[config.mk]
export PLATFORM = sky130hd
export DESIGN_NAME = led_uart_tx
export DESIGN_NICKNAME = d
export VERILOG_FILES = /design/src/rtl/led_uart_tx.sv
export SDC_FILE = /design/constraint.sdc
export NUM_CORES = 1
export LEC_CHECK = 0
export ABC_CLOCK_PERIOD_IN_PS = 2100
export BUFFER_PORTS_ARGS = -buffer_cell sky130_fd_sc_hd__buf_2
export CAP_MARGIN = 20
export CORE_ASPECT_RATIO = 0.9
export CORE_MARGIN = 8
export CORE_UTILIZATION = 30
export DETAILED_ROUTE_END_ITERATION = 6
export SYNTH_ARGS = -nofsm -noshare
export SYNTH_HDL_FRONTEND = slang
export SYNTH_SLANG_ARGS = --single-unit
[constraint.sdc]
create_clock -name Clock -period 2.1 [get_ports Clock]
set_input_delay 0.42 -clock Clock [delete_from_list [all_inputs] [get_ports Clock]]
set_output_delay 0.42 -clock Clock [all_outputs]
set_load 0.005 [all_outputs]
[src/rtl/led_uart_tx.sv]
// 8N1 UART serialiser behind a one-deep holding register.
// The holding register lets the next byte wait so back-to-back frames leave no idle gap.
//
// state | meaning
// IDLE  | line high, waiting for the holding register to fill
// START | start bit (line low)
// DATA  | eight data bits, LSB first
// STOP  | stop bit (line high); chains straight into START if a byte is waiting
module led_uart_tx #(
   parameter int CLKS_PER_BIT = 434
) (
   input  logic       Clock,
   input  logic       Reset,
   input  logic [7:0] iData,
   input  logic       iValid,
   output logic       oReady,
   output logic       oTx,
   output logic       oBusy
);

   localparam int TW = (CLKS_PER_BIT > 1) ? $clog2(CLKS_PER_BIT) : 1;
   localparam logic [TW-1:0] TLAST = TW'(CLKS_PER_BIT - 1);

   localparam logic [1:0] IDLE  = 2'd0;
   localparam logic [1:0] START = 2'd1;
   localparam logic [1:0] DATA  = 2'd2;
   localparam logic [1:0] STOP  = 2'd3;

   logic [1:0]    state;
   logic [TW-1:0] timer;
   logic [2:0]    bitIdx;
   logic [7:0]    shiftReg;
   logic [7:0]    holdData;
   logic          holdFull;
   logic          accept;
   logic          timerDone;
   logic          load;

   assign accept    = iValid && oReady;
   assign timerDone = (timer == TLAST);
   // The holding register drains either from IDLE or exactly at stop-bit expiry.
   assign load      = holdFull && ((state == IDLE) || ((state == STOP) && timerDone));
   assign oBusy     = (state != IDLE);

   always_ff @(posedge Clock or negedge Reset) begin
      if (!Reset) begin
         holdFull <= 1'b0;
         holdData <= 8'h00;
         oReady   <= 1'b1;
      end else if (accept) begin
         holdFull <= 1'b1;
         holdData <= iData;
         oReady   <= 1'b0;
      end else if (load) begin
         holdFull <= 1'b0;
         oReady   <= 1'b1;
      end
   end

   always_ff @(posedge Clock or negedge Reset) begin
      if (!Reset) begin
         state    <= IDLE;
         timer    <= '0;
         bitIdx   <= 3'd0;
         shiftReg <= 8'h00;
         oTx      <= 1'b1;
      end else begin
         case (state)
            IDLE: begin
               if (holdFull) begin
                  state    <= START;
                  shiftReg <= holdData;
                  timer    <= '0;
                  oTx      <= 1'b0;
               end
            end
            START: begin
               if (timerDone) begin
                  state  <= DATA;
                  timer  <= '0;
                  bitIdx <= 3'd0;
                  oTx    <= shiftReg[0];
               end else begin
                  timer <= timer + TW'(1);
               end
            end
            DATA: begin
               if (timerDone) begin
                  timer <= '0;
                  if (bitIdx == 3'd7) begin
                     state <= STOP;
                     oTx   <= 1'b1;
                  end else begin
                     bitIdx   <= bitIdx + 3'd1;
                     shiftReg <= {1'b0, shiftReg[7:1]};
                     oTx      <= shiftReg[1];
                  end
               end else begin
                  timer <= timer + TW'(1);
               end
            end
            STOP: begin
               if (timerDone) begin
                  timer <= '0;
                  if (holdFull) begin
                     state    <= START;
                     shiftReg <= holdData;
                     oTx      <= 1'b0;
                  end else begin
                     state <= IDLE;
                  end
               end else begin
                  timer <= timer + TW'(1);
               end
            end
            default: begin
               state <= IDLE;
               oTx   <= 1'b1;
            end
         endcase
      end
   end

endmodule

==> impl_results.md, run 1 <==
* Synthesis Warnings at 0
* Synth top area cells: dfrtp_1 (45%), mux2_2 (16%), ha_1 (6.5%)
* TritonCTS Buffers at 5
* Synth area leader: dfrtp_1
* Area Overhead vs Synth at 15.85%
* DR iter-0 viols at 60
* CTS tree: yes
* Setup TNS Final at 0 ns
* Sequential fraction of the synthesis area at 47.90%
* Hold Buf Count CTS at 0
* Final worst-path cycle share at 92.42%
* Die Y at 88.03 µm
* Minimum clock period at 1.941 ns
* Clock sinks at 33
* Max Clock Skew at 0.009328 ns
* Worst skew pair latency at 0.28 ns
* Synth unique cells at 33
* CP Launch Type: register
* Post-layout instance area at 0.002003 mm²
* Antenna violations before repair at 0
* Clk buf depth at 2
* Status: finished clean
* CTS root buf: clkbuf_8
* Setup-failing EPs final at 0
* FF+latch count, synth at 33
* Initial core utilization at 30.72%
* Slew margin rel. at 49.45%
* Avg Synthesized Cell Area at 11.61 µm²
* Site row count at 26
* RSZ-0062 raised after global routing: no
* Power density over the cells at 1460 mW/mm²
* Dpl cell area at 0.001878 mm²
* Leak Pwr at 0.9126 nW
* Mapped Cells at 149
* Final WL at 3314 µm
* Slew @ Worst Pin at 0.7583 ns
* DRT antenna net count at 0
* Post-detail-place hpwl at 2383 µm
* Clock slew at reported path FFs at 0.07 ns
* Non-filler cells, final at 240
* Placed Cells at 232
* Crit path max fanout at 8
* Drt wl/cell at 13.81 µm
* Vias in the first global route at 1212
* Max-slew violations at 0
* Synth Cell Area at 0.001729 mm²
* Horiz. Die Dim at 96.03 µm
* Most common cell in the netlist: dfrtp_1
* GRT Overall Usage at 8.881%
* Primary FF master, synth: dfrtp_1
* Post-CTS setup buffer count at 0
* Post-Syn Nets at 169
* Max-Cap Viols at 0
* Max VDD drop at 603.0 µV
* DRT Pass-1 Iters at 4
* Fin. Hold Viols at 0
* Crit path kind: register to register
* DIE AREA at 0.008453 mm²
* Via count at 1193
* Hold Path Class: input pin to async pin
* Global-route wire length before repair at 5796 µm
* Final core utilization at 35.59%
* Fmax at 0.5152 GHz
* Post-synth EDFFs at 0
* Fin nets at 189
* Vias per cell at 4.971
* Core Footprint at 0.005628 mm²
* Share of layout cells above drive strength 1 at 35.88%
* Share of the synthesized area in the top cell type at 44.86%
* GRT overflow at 0
* PortBufs at 13
* # DRC at 0
* H-tree Lvls at 2
* Cts repair resizes at 0
* Largest net degree at the start of global routing at 34
* I/O pins at 14
* Commonest cells in the netlist: dfrtp_1 (31), mux2_2 (25), ha_1 (9), nand2_1 (9), nor2_1 (9)
* Setup crit end kind: register
* CP Data Arrival Time at 2.10 ns
* Number of diodes at 0
* Async SR Flop Fraction at 100.0%
* WP data required at 2.26 ns
* RePlAce Congestion at 0.8042
-- path summary, 6_finish.rpt --
check	from	endpoint	slack, ns	depth (start not counted)
max	state[0]	shiftReg[0]	0.16	5
min	Reset	timer[5]	0.21	1
max reg2reg	state[0]	shiftReg[0]	0.16	5
min reg2reg	timer[8]	timer[8]	0.49	1
max in group asynchronous	Reset	shiftReg[0]	1.41	1
min in group Clock	iValid	oReady	0.32	2
-- per-layer routing --
metal / up-vias / part of all wire, % / global-route usage, %
met5: - / 0 / 0
met4: 0 / 2.4 / 4.603
met3: 7 / 2.8 / 2.399
met2: 16 / 42 / 12.55
met1: 583 / 52 / 11.97
li1: 587 / - / -
-- state kept, by name, summed over array words and instances (netlist names) --
register,flops
bitIdx,3
oReady,1
oTx,1
timer,9
state,2
shiftReg,8
holdFull,1
holdData,8
-- stage by stage --
step	total power [mW]	hold WS, ns	setup WS, ns
CTS	2.945	0.2221	0.1390
detailed placement	2.304	0.4654	0.1425
finish	2.924	0.2076	0.1592
floorplan	2.024	0.1244	0.3726
global placement	2.268	0.4693	0.2224
global route	3.174	0.2624	0.02130
-- placed cells by master (no fill, tap or decap), drive strengths merged, types with 2 or more instances in the layout --
| cell | n |
|---|---|
| a21o | 4 |
| a21oi | 6 |
| a22o | 3 |
| a31oi | 7 |
| and2b | 2 |
| and3 | 2 |
| buf | 16 |
| clkbuf | 6 |
| dfrtp | 31 |
| dfstp | 2 |
| ha | 9 |
| inv | 7 |
| mux2 | 25 |
| nand2 | 9 |
| nand2b | 2 |
| nand3 | 4 |
| nor2 | 9 |
| nor3 | 5 |
| nor4 | 2 |
| o21ai | 5 |
| o22ai | 2 |
-- layout make-up --
class / count / area [µm²]
fillers: 556 / 3625
inverters: 7 / 26.28
well taps: 70 / 87.58
clock buffers: 6 / 82.58
multi-input cells: 106 / 853.3
clock inverters: 2 / 37.54
repair buffers: 16 / 87.58
flip-flops and latches: 33 / 828.3
-- logic make-up (layout without fill, tap and decap cells) --
| group | Yosys count | in the layout | share of synthesized area [%] |
|---|---|---|---|
| compound gates | 33 | 33 | 13.68 |
| fa+ha+maj | 9 | 9 | 6.512 |
| buf+inv | 10 | 31 | 3.039 |
| flops | 33 | 33 | 47.90 |
| mux | 25 | 25 | 16.28 |
| simple gates | 39 | 39 | 12.59 |
-- worst max-delay path: stages (launching register included) --
cell	delay [ns]
dfrtp_1	0.41
inv_1	0.14
ha_1	0.34
and2b_1	0.25
o221ai_4	0.31
mux2_2	0.38
-- power by group --
part	switching [mW]	total (mW)	internal, mW
combinational	0.579	1.19	0.608
sequential	0.221	1.12	0.896
clock	0.234	0.620	0.386
(Power assumes the default switching activity.)
==> run 2, diff against run 1 <==
--- a/config.mk
+++ b/config.mk
@@ -12,6 +12,7 @@
 export CORE_MARGIN = 8
 export CORE_UTILIZATION = 30
 export DETAILED_ROUTE_END_ITERATION = 6
+export RECOVER_POWER = 50
 export SYNTH_ARGS = -nofsm -noshare
 export SYNTH_HDL_FRONTEND = slang
 export SYNTH_SLANG_ARGS = --single-unit
==> run 2 against run 1 <==
Compared with the run above:
- the run now ends with max-capacitance violations, max-slew violations left
- clock power about the same
- total power about the same
- wire length increased by 0.27%
- combinational power about the same
- via count increased by 0.34%
- worst hold slack improved by 0.11 ns
- critical endpoint unchanged
- largest power group unchanged
==> impl_results.md, run 2 (same netlist as run 1, synthesis figures left out) <==
* Crit path max fanout at 8 (unchanged)
* CP Data Arrival Time at 2.10 ns (about the same)
* Dpl cell area at 0.001878 mm² (unchanged)
* Area Overhead vs Synth at 15.77% (was 15.85%)
* Post-detail-place hpwl at 2383 µm (unchanged)
* Fmax at 0.5159 GHz (was 0.5152 GHz)
* Worst setup path startpoint: state[0] (unchanged)
* Setup crit end kind: register (unchanged)
* Final WL at 3323 µm (was 3314 µm)
* Max-Cap Viols at 1 (was 0)
* Worst setup endpoint: shiftReg[0] (unchanged)
* Biggest regs: timer x9, holdData x8, shiftReg x8 (unchanged)
* Leading cell type in the layout, fill and taps excluded: dfrtp_1 (unchanged)
* Post-layout instance area at 0.002002 mm² (was 0.002003 mm²)
* Status: complete, but fails checks (was finished clean)
* Slew margin rel. at -22.24% (was 49.45%)
* TritonCTS Buffers at 5 (unchanged)
* Most frequent cells in the layout: dfrtp_1 (31), mux2_2 (25), buf_2 (12) (was dfrtp_1 (31), mux2_2 (25), buf_2 (13))
* Post-CTS setup buffer count at 0 (unchanged)
* Placed Cells at 232 (unchanged)
* Fin nets at 189 (unchanged)
* CP Launch Type: register (unchanged)
* Crit path kind: register to register (unchanged)
* Part of the power in registers at 38.1% (was 38.2%)
* Die Y at 88.03 µm (unchanged)
* DIE AREA at 0.008453 mm² (unchanged)
* RSZ-0062 raised after global routing: no (unchanged)
* Global-route wire length before repair at 5796 µm (unchanged)
* Clk buf depth at 2 (unchanged)
* Max Clock Skew at 0.009334 ns (was 0.009328 ns)
* Drt wl/cell at 13.85 µm (was 13.81 µm)
* Number of flip-flops in the largest register at 9 (unchanged)
* RePlAce Congestion at 0.8042 (unchanged)
* Hold wc startpoint: iValid
* Initial core utilization at 30.72% (unchanged)
* Combinational share of power at 40.6% (about the same)
* Failing checks: max-capacitance violations, max-slew violations
* Power Total at 2.925 mW (was 2.924 mW)
* Psw at 1.037 mW (was 1.034 mW)
* Max VDD drop at 603.2 µV (was 603.0 µV)
* # DRC at 0 (unchanged)
* Setup-failing EPs final at 0 (unchanged)
* Reg2reg end: shiftReg[0] (unchanged)
* Site row count at 26 (unchanged)
* Minimum clock period at 1.938 ns (was 1.941 ns)
* Max-slew violations at 34 (was 0)
* Clock share of power at 21.2% (about the same)
* Hold Buf Count CTS at 0 (unchanged)
* H-tree Lvls at 2 (unchanged)
* Final worst-path cycle share at 92.30% (was 92.42%)
* CTS tree: yes (unchanged)
* Leak Pwr at 0.9100 nW (was 0.9126 nW)
* Setup TNS Final at 0 ns (unchanged)
* Clock slew at reported path FFs at 0.07 ns (about the same)
* Int Power at 1.888 mW (was 1.890 mW)
* Non-filler cells, final at 240 (unchanged)
* Vias per cell at 4.988 (was 4.971)
* Cts repair resizes at 0 (unchanged)
* Number of diodes at 0 (unchanged)
* Share of layout cells above drive strength 1 at 34.71% (was 35.88%)
* GRT overflow at 0 (unchanged)
* Clock sinks at 33 (unchanged)
* Worst r2r src: state[0] (unchanged)
* Sw frac at 35.45% (was 35.36%)
* PortBufs at 13 (unchanged)
* CTS root buf: clkbuf_8 (unchanged)
* WP data required at 2.26 ns (about the same)
* R2R setup slack at 0.16 ns (about the same)
* Most flops, register: timer (unchanged)
* Antenna violations before repair at 0 (unchanged)
* I/O pins at 14 (unchanged)
* GRT Overall Usage at 8.881% (unchanged)
* Worst Reg-to-Reg Cells at 5 (unchanged)
* Via count at 1197 (was 1193)
* Horiz. Die Dim at 96.03 µm (unchanged)
* Largest net degree at the start of global routing at 34 (unchanged)
* Power density over the cells at 1461 mW/mm² (was 1460 mW/mm²)
* Slew @ Worst Pin at 1.834 ns (was 0.7583 ns)
* Fin. Hold Viols at 0 (unchanged)
* DRT Pass-1 Iters at 4 (unchanged)
* Core Footprint at 0.005628 mm² (unchanged)
* DR iter-0 viols at 61 (was 60)
* Vias in the first global route at 1212 (unchanged)
* Worst skew pair latency at 0.28 ns (about the same)
* Hold Path Class: input pin to register (was input pin to async pin)
* DRT antenna net count at 0 (unchanged)
[run 2: changes by cell type in the layout (fill, tap and decap cells not counted), sizes merged]
cell,previous run,this run
clkbuf,6,7
buf,16,15
[run 2: how the worst min path moves through the flow]
stage	endpoint	slack (ns)	cells after the start
final	oReady	0.32	2
after global routing	oReady	0.32	2
after CTS	shiftReg[3]	0.22	1
after detailed placement	shiftReg[7]	0.47	1
after global placement	timer[8]	0.47	1
after floorplan	bitIdx[0]	0.12	0
[run 2: final cells by class]
type | instances | area, µm²
Sequential cell | 33 | 828.3
Multi-Input combinational cell | 106 | 853.3
Inverter | 7 | 26.28
Fill cell | 556 | 3626
Clock buffer | 6 | 82.58
Timing Repair Buffer | 16 | 86.33
Tap cell | 70 | 87.58
Clock inverter | 2 | 37.54
[run 2: metrics by stage]
| stage | setup slack (ns) | util (%) | hold WS [ns] |
|---|---|---|---|
| final | 0.1616 | 35.57 | 0.3223 |
| after global routing | 0.02133 | 35.57 | 0.3155 |
| after CTS | 0.1390 | 35.50 | 0.2221 |
| after detailed placement | 0.1425 | 33.37 | 0.4654 |
| after global placement | 0.2224 | 33.37 | 0.4693 |
| after floorplan | 0.3726 | - | 0.1244 |
[run 2: critical path, cell delays in order (launching register included)]
cell      delay, ns
dfrtp_1        0.41
inv_1          0.14
ha_1           0.34
and2b_1        0.25
o221ai_4       0.31
mux2_2         0.38
[run 2: layer usage]
metal	GRT usage (%)	wire, µm	up-vias
li1	-	-	586
met2	12.55	1428	19
met1	11.97	1719	587
met5	0	0	-
met3	2.399	113	5
met4	4.603	61	0
[run 2: power groups by stage]
stage / clock network, mW / logic [mW] / registers, mW
floorplan: 0 / 0.979 / 1.05
global placement: 0 / 1.15 / 1.12
detailed placement: 0 / 1.18 / 1.12
CTS: 0.648 / 1.18 / 1.11
global route: 0.669 / 1.35 / 1.15
finish: 0.621 / 1.19 / 1.12
